File: src/rtl/mem_arbiter_pkg.sv
// Shared definitions for the IF/MEM RAM arbiter: master IDs, default widths
// and the starvation-counter width helper.
package mem_arbiter_pkg;

   localparam int unsigned XLEN_DEF       = 64;
   localparam int unsigned BE_W_DEF       = 8;
   localparam int unsigned STARVE_MAX_DEF = 4;

   typedef enum logic {
      ARB_M0 = 1'b0,
      ARB_M1 = 1'b1
   } arb_id_e;

   // Counter must be able to hold STARVE_MAX itself.
   function automatic int unsigned starve_w(input int unsigned max_cnt);
      return (max_cnt < 1) ? 1 : $clog2(max_cnt + 1);
   endfunction

endpackage

File: src/rtl/mem_arbiter_prio_starve.sv
// Grant logic for two requesters: M1 (LSU) has fixed priority, and a
// saturating starvation counter forces an M0 (fetch) grant after STARVE_MAX losses.
module arb_prio_starve
   import mem_arbiter_pkg::*;
#(
   parameter int unsigned STARVE_MAX = STARVE_MAX_DEF
) (
   input  logic clk,
   input  logic reset,
   input  logic m0_req,
   input  logic m1_req,
   output logic m0_gnt,
   output logic m1_gnt
);

   localparam int unsigned      CNT_W   = starve_w(STARVE_MAX);
   localparam logic [CNT_W-1:0] CNT_MAX = CNT_W'(STARVE_MAX);

   logic [CNT_W-1:0] starve_cnt;
   logic             force_m0;

   always_comb begin
      force_m0 = m0_req && (starve_cnt == CNT_MAX);
      m1_gnt   = reset && m1_req && !force_m0;
      m0_gnt   = reset && m0_req && !m1_gnt;
   end

   // Counts only M1 wins that leave a waiting M0 behind.
   always_ff @(posedge clk) begin
      if (!reset) begin
         starve_cnt <= '0;
      end else if (!m0_req || m0_gnt) begin
         starve_cnt <= '0;
      end else if (m1_gnt && (starve_cnt != CNT_MAX)) begin
         starve_cnt <= starve_cnt + 1'b1;
      end
   end

endmodule

File: src/rtl/mem_arbiter.sv
// Shares one single-port RAM between instruction fetch (M0) and load/store (M1):
// one command per cycle onto ram_*, 1-cycle read data routed back by a response tag.
module mem_arbiter
   import mem_arbiter_pkg::*;
#(
   parameter int unsigned XLEN       = XLEN_DEF,
   parameter int unsigned BE_W       = BE_W_DEF,
   parameter int unsigned STARVE_MAX = STARVE_MAX_DEF
) (
   input  logic            clk,
   input  logic            reset,

   input  logic            m0_req_i,
   input  logic [XLEN-1:0] m0_addr_i,
   output logic            m0_gnt_o,
   output logic            m0_rvalid_o,
   output logic [XLEN-1:0] m0_rdata_o,

   input  logic            m1_req_i,
   input  logic [XLEN-1:0] m1_addr_i,
   input  logic            m1_wen_i,
   input  logic [BE_W-1:0] m1_byte_en_i,
   input  logic [XLEN-1:0] m1_wdata_i,
   output logic            m1_gnt_o,
   output logic            m1_rvalid_o,
   output logic [XLEN-1:0] m1_rdata_o,

   output logic [XLEN-1:0] ram_addr_o,
   output logic            ram_wen_o,
   output logic [BE_W-1:0] ram_byte_en_o,
   output logic [XLEN-1:0] ram_wdata_o,
   output logic            ram_ren_o,
   input  logic [XLEN-1:0] ram_rdata_i
);

   logic    rsp_vld;
   arb_id_e rsp_id;

   arb_prio_starve #(
      .STARVE_MAX (STARVE_MAX)
   ) u_arb (
      .clk    (clk),
      .reset  (reset),
      .m0_req (m0_req_i),
      .m1_req (m1_req_i),
      .m0_gnt (m0_gnt_o),
      .m1_gnt (m1_gnt_o)
   );

   // Grants are already gated by reset, so an idle or reset cycle drives all zeros.
   always_comb begin
      ram_addr_o    = '0;
      ram_wen_o     = 1'b0;
      ram_byte_en_o = '0;
      ram_wdata_o   = '0;
      ram_ren_o     = 1'b0;
      if (m1_gnt_o) begin
         ram_addr_o    = m1_addr_i;
         ram_wen_o     = m1_wen_i;
         ram_byte_en_o = m1_byte_en_i;
         ram_wdata_o   = m1_wdata_i;
         ram_ren_o     = !m1_wen_i;
      end else if (m0_gnt_o) begin
         ram_addr_o = m0_addr_i;
         ram_ren_o  = 1'b1;
      end
   end

   always_ff @(posedge clk) begin
      if (!reset) begin
         rsp_vld <= 1'b0;
         rsp_id  <= ARB_M0;
      end else begin
         rsp_vld <= ram_ren_o;
         rsp_id  <= m1_gnt_o ? ARB_M1 : ARB_M0;
      end
   end

   // Response is masked while reset is low so a read granted just before reset is dropped.
   always_comb begin
      m0_rvalid_o = reset && rsp_vld && (rsp_id == ARB_M0);
      m1_rvalid_o = reset && rsp_vld && (rsp_id == ARB_M1);
      m0_rdata_o  = m0_rvalid_o ? ram_rdata_i : '0;
      m1_rdata_o  = m1_rvalid_o ? ram_rdata_i : '0;
   end

   a_one_gnt: assert property (@(posedge clk) !(m0_gnt_o && m1_gnt_o))
      else $error("mem_arbiter: both masters granted in one cycle");

   a_m0_hold: assert property (@(posedge clk) disable iff (!reset)
      (m0_req_i && !m0_gnt_o) |=> (m0_req_i && $stable(m0_addr_i)))
      else $error("mem_arbiter: m0 request dropped or changed before grant");

   a_m1_hold: assert property (@(posedge clk) disable iff (!reset)
      (m1_req_i && !m1_gnt_o) |=> (m1_req_i && $stable(m1_addr_i) && $stable(m1_wen_i)
                                   && $stable(m1_byte_en_i) && $stable(m1_wdata_i)))
      else $error("mem_arbiter: m1 request dropped or changed before grant");

endmodule

File: config.mk
export PLATFORM = sky130hd
export DESIGN_NAME = mem_arbiter
export DESIGN_NICKNAME = d
export VERILOG_FILES = /design/src/rtl/mem_arbiter_pkg.sv /design/src/rtl/mem_arbiter_prio_starve.sv /design/src/rtl/mem_arbiter.sv
export SDC_FILE = /design/constraint.sdc
export NUM_CORES = 1
export LEC_CHECK = 0
export BUFFER_PORTS_ARGS = -buffer_cell sky130_fd_sc_hd__buf_2
export CORE_AREA = 2 2 208 210
export DETAILED_ROUTE_END_ITERATION = 10
export DIE_AREA = 0 0 210 212
export GPL_TIMING_DRIVEN = 0
export HOLD_SLACK_MARGIN = 0.15
export SETUP_SLACK_MARGIN = 0.02
export SLEW_MARGIN = 15
export SYNTH_ARGS = -nofsm -noshare
export SYNTH_HDL_FRONTEND = slang
export SYNTH_SLANG_ARGS = --single-unit
export TNS_END_PERCENT = 5
File: constraint.sdc
create_clock -name clk -period 2.56 [get_ports clk]
set_input_delay 0.384 -clock clk [delete_from_list [all_inputs] [get_ports clk]]
set_output_delay 0.384 -clock clk [all_outputs]
set_load 0.03 [all_outputs]
==> impl_metrics.ini <==
[cells_and_area]
final_cell_mix = buf_2, and2_1, nand3_1, and3_1, o22ai_1
nets = 1308
syn2layout_area_growth_pct = 113
fin_util_pct = 15.3
mostFrequentLayoutCell = buf_2
drive_above_1_share_pct = 57.9
fillers = 5003
final_area_um2 = 6500
fin_cells = 1583

[floorplan]
die_area_um2 = 44500
die_w_um = 210
initial_core_util_pct = 7.17
rows = 76
core_um2 = 42500
die_h_um = 212
boundaryPins = 539

[logic_synthesis]
ys_top_cells_by_area = and2_1, nand3_1, and3_1
synth_top_area_share_pct = 26.5
synth-simple-area-share_pct = 65.4
syn_area_per_cell_um2 = 6.15
synthAdderAreaFrac_pct = 0.821
synth_top_family_by_area = simple AND/OR/NAND/NOR gates
synth-compound-area-share_pct = 18.3
synth_mux_area_share_pct = 0
synthXorXnorAreaFrac_pct = 0
synth_cell_types = 25
ys_ff_latch = 5
yosysTopAreaCell = and2_1
yosys_most_used_dff = dfxtp_1
ys_seq_area_share_pct = 3.28
synth_edf_count = 0
synthCells = 496
synthesis.nets = 767
yosysWarnings = 0
async_reset_ff_share_pct = 0
syn-cell-area_um2 = 3050

[pwr]
seqPwrFrac_pct = 6.1
p_switching_uw = 690
intPower_uw = 656
comb_power_share_pct = 74.6
p_sw_share_pct = 51.3
power_uw = 1350
p_clk_share_pct = 19.3
power.leakage_uw = 0.00392
vdd_drop_max_v = 0.000164
power-per-cell-area_nw_per_um2 = 207

[setup_path]
arrival_ps = 2050
path_max_fanout = 10
crit_cells = 7
slowest_delay_ps = 340
worstPathRequired_ps = 2180
worst_setup_path_start_kind = flip-flop
slowest_stage = dfxtp_1
path_buf_inv = 4
crit_path_frequent_cell = buf_2
critical_path.cell_chain = inv_1 > ha_1 > a21boi_2 > buf_4 > buf_2 > o22ai_2 > buf_2
critPathTopFamily = buffers and inverters
end_kind = output pin
path_class = reg -> out
r2r_cells = 6

[placement]
dp.cells = 1578
port_buffers = 536
dp_hpwl_um = 23200
dpl_worst_slack_ps = 184
place_area_um2 = 6410
gp_congestion = 0.902

[clocking]
clock_path_buffers = 2
htreeDepth = 1
numCtsBuffers = 3
clockRootBuffer = clkbuf_16
cts_tree = yes
hold_buffers = 0
clk_latency_ps = 230
clk_pin_slew_worst_paths_ps = 30
postCtsSetupBuffers = 0
cts_sinks = 5

[routing]
drt-wirelength-per-cell_um = 16.3
dr.pass1.iters = 5
drt_iter0_drc = 305
routed_wl_um = 25800
drcViolationCount = 0
viasPerCell = 3.84
ant_nets = 0
num_vias = 6085

[grt]
track_usage_pct = 10.4
grt_pass1_vias = 5192
antenna_found_initial = 15
grt_pass1_wl_um = 34700
grt_max_degree = 11
grt_overflow = 0

[min_path]
holdPathStages = 2
min_path_type = in -> reg

[sta]
fmax_ghz = 0.411
maxSlewViolCount = 0
fin_crit_ps = 2440
slew_headroom_pct = 61.0
final_hold_viol_count = 0
period_share_pct = 95.1
tightest_slew_ps = 585
setup_violations = 0
grt_setup_unrepaired = no
fin_skew_ps = 0.129
layout_setup_ws_ps = 125

[outcome]
status = complete, no violations

[run]
drv_cap = 0
==> cell type report <==
class	count	area (µm²)	share of cell area [%]
timing repair buffer	536	2680	41.3
multi-input combinational	415	2580	39.7
tap	546	683	10.5
buffer	74	364	5.60
sequential	5	100	1.54
clock buffer	4	78.8	1.21
inverter	2	7.51	0.115
antenna	1	2.50	0.0385
==> power by group through the flow <==
stage / Sequential [µW] / Combinational (µW) / Clock, µW
global placement: 83.5 / 996 / 0
floorplan: 83.2 / 565 / 0
global route: 82.7 / 1070 / 274
detailed placement: 83.5 / 997 / 0
CTS: 82.4 / 1000 / 266
finish: 82.4 / 1000 / 260
==> flip-flops by register name, indices dropped and copies added (netlist names) <==
signal            cells
rsp_vld               1
u_arb.starve_cnt      3
rsp_id                1
==> worst paths after layout <==
| check | from | endpoint | slack [ps] |
|---|---|---|---|
| setup / recovery | u_arb.starve_cnt[0] | ram_addr_o[47] | 120 |
| hold / removal | m1_wen_i | rsp_vld | 410 |
| setup reg to reg | u_arb.starve_cnt[0] | rsp_vld | 1120 |
| hold reg to reg | u_arb.starve_cnt[0] | u_arb.starve_cnt[0] | 460 |
==> layer usage <==
| metal | part of all wire (%) | track usage (%) |
|---|---|---|
| met4 | 3.6 | 3.47 |
| met1 | 40 | 12.5 |
| met3 | 8.2 | 1.86 |
| met2 | 48 | 18.9 |
| met5 | 0.15 | 0 |
==> worst register-to-register path: cells and delay by family, from the launching register on <==
kind | cells | cell delay, ps
compound gates | 1 | 210
fa+ha+maj | 1 | 270
buf+inv | 3 | 330
flops | 1 | 340
simple gates | 1 | 200
==> synthesized netlist by cell type, types with 2 or more instances <==
master	n
o22ai_2	20
ha_1	2
and2_1	129
nand2_1	3
o32ai_1	2
dfxtp_1	5
nor2_1	3
inv_1	2
nand3_1	130
buf_2	24
buf_6	4
o22ai_1	44
clkbuf_1	38
buf_4	6
and3_1	74
==> cells by family (layout without fill, tap and decap cells) <==
logic type      Yosys count  in the layout
simple gates            345            345
buf+inv                  76            616
compound gates           68             68
flops                     5              5
fa+ha+maj                 2              2
other cells               0              1
==> repair_timing <==
action,CTS,global route
setup endpoints to repair,6,70
resized for setup,1,3
hold endpoints to repair,0,0
==> stage by stage <==
step | setup TNS [ps] | hold slack [ps]
after floorplan | 0 | 426
after global placement | 0 | 447
after detailed placement | 0 | 455
after CTS | -139 | 416
after global routing | 0 | 440
final | 0 | 414
No activity file was read; power rests on OpenSTA's default activity.
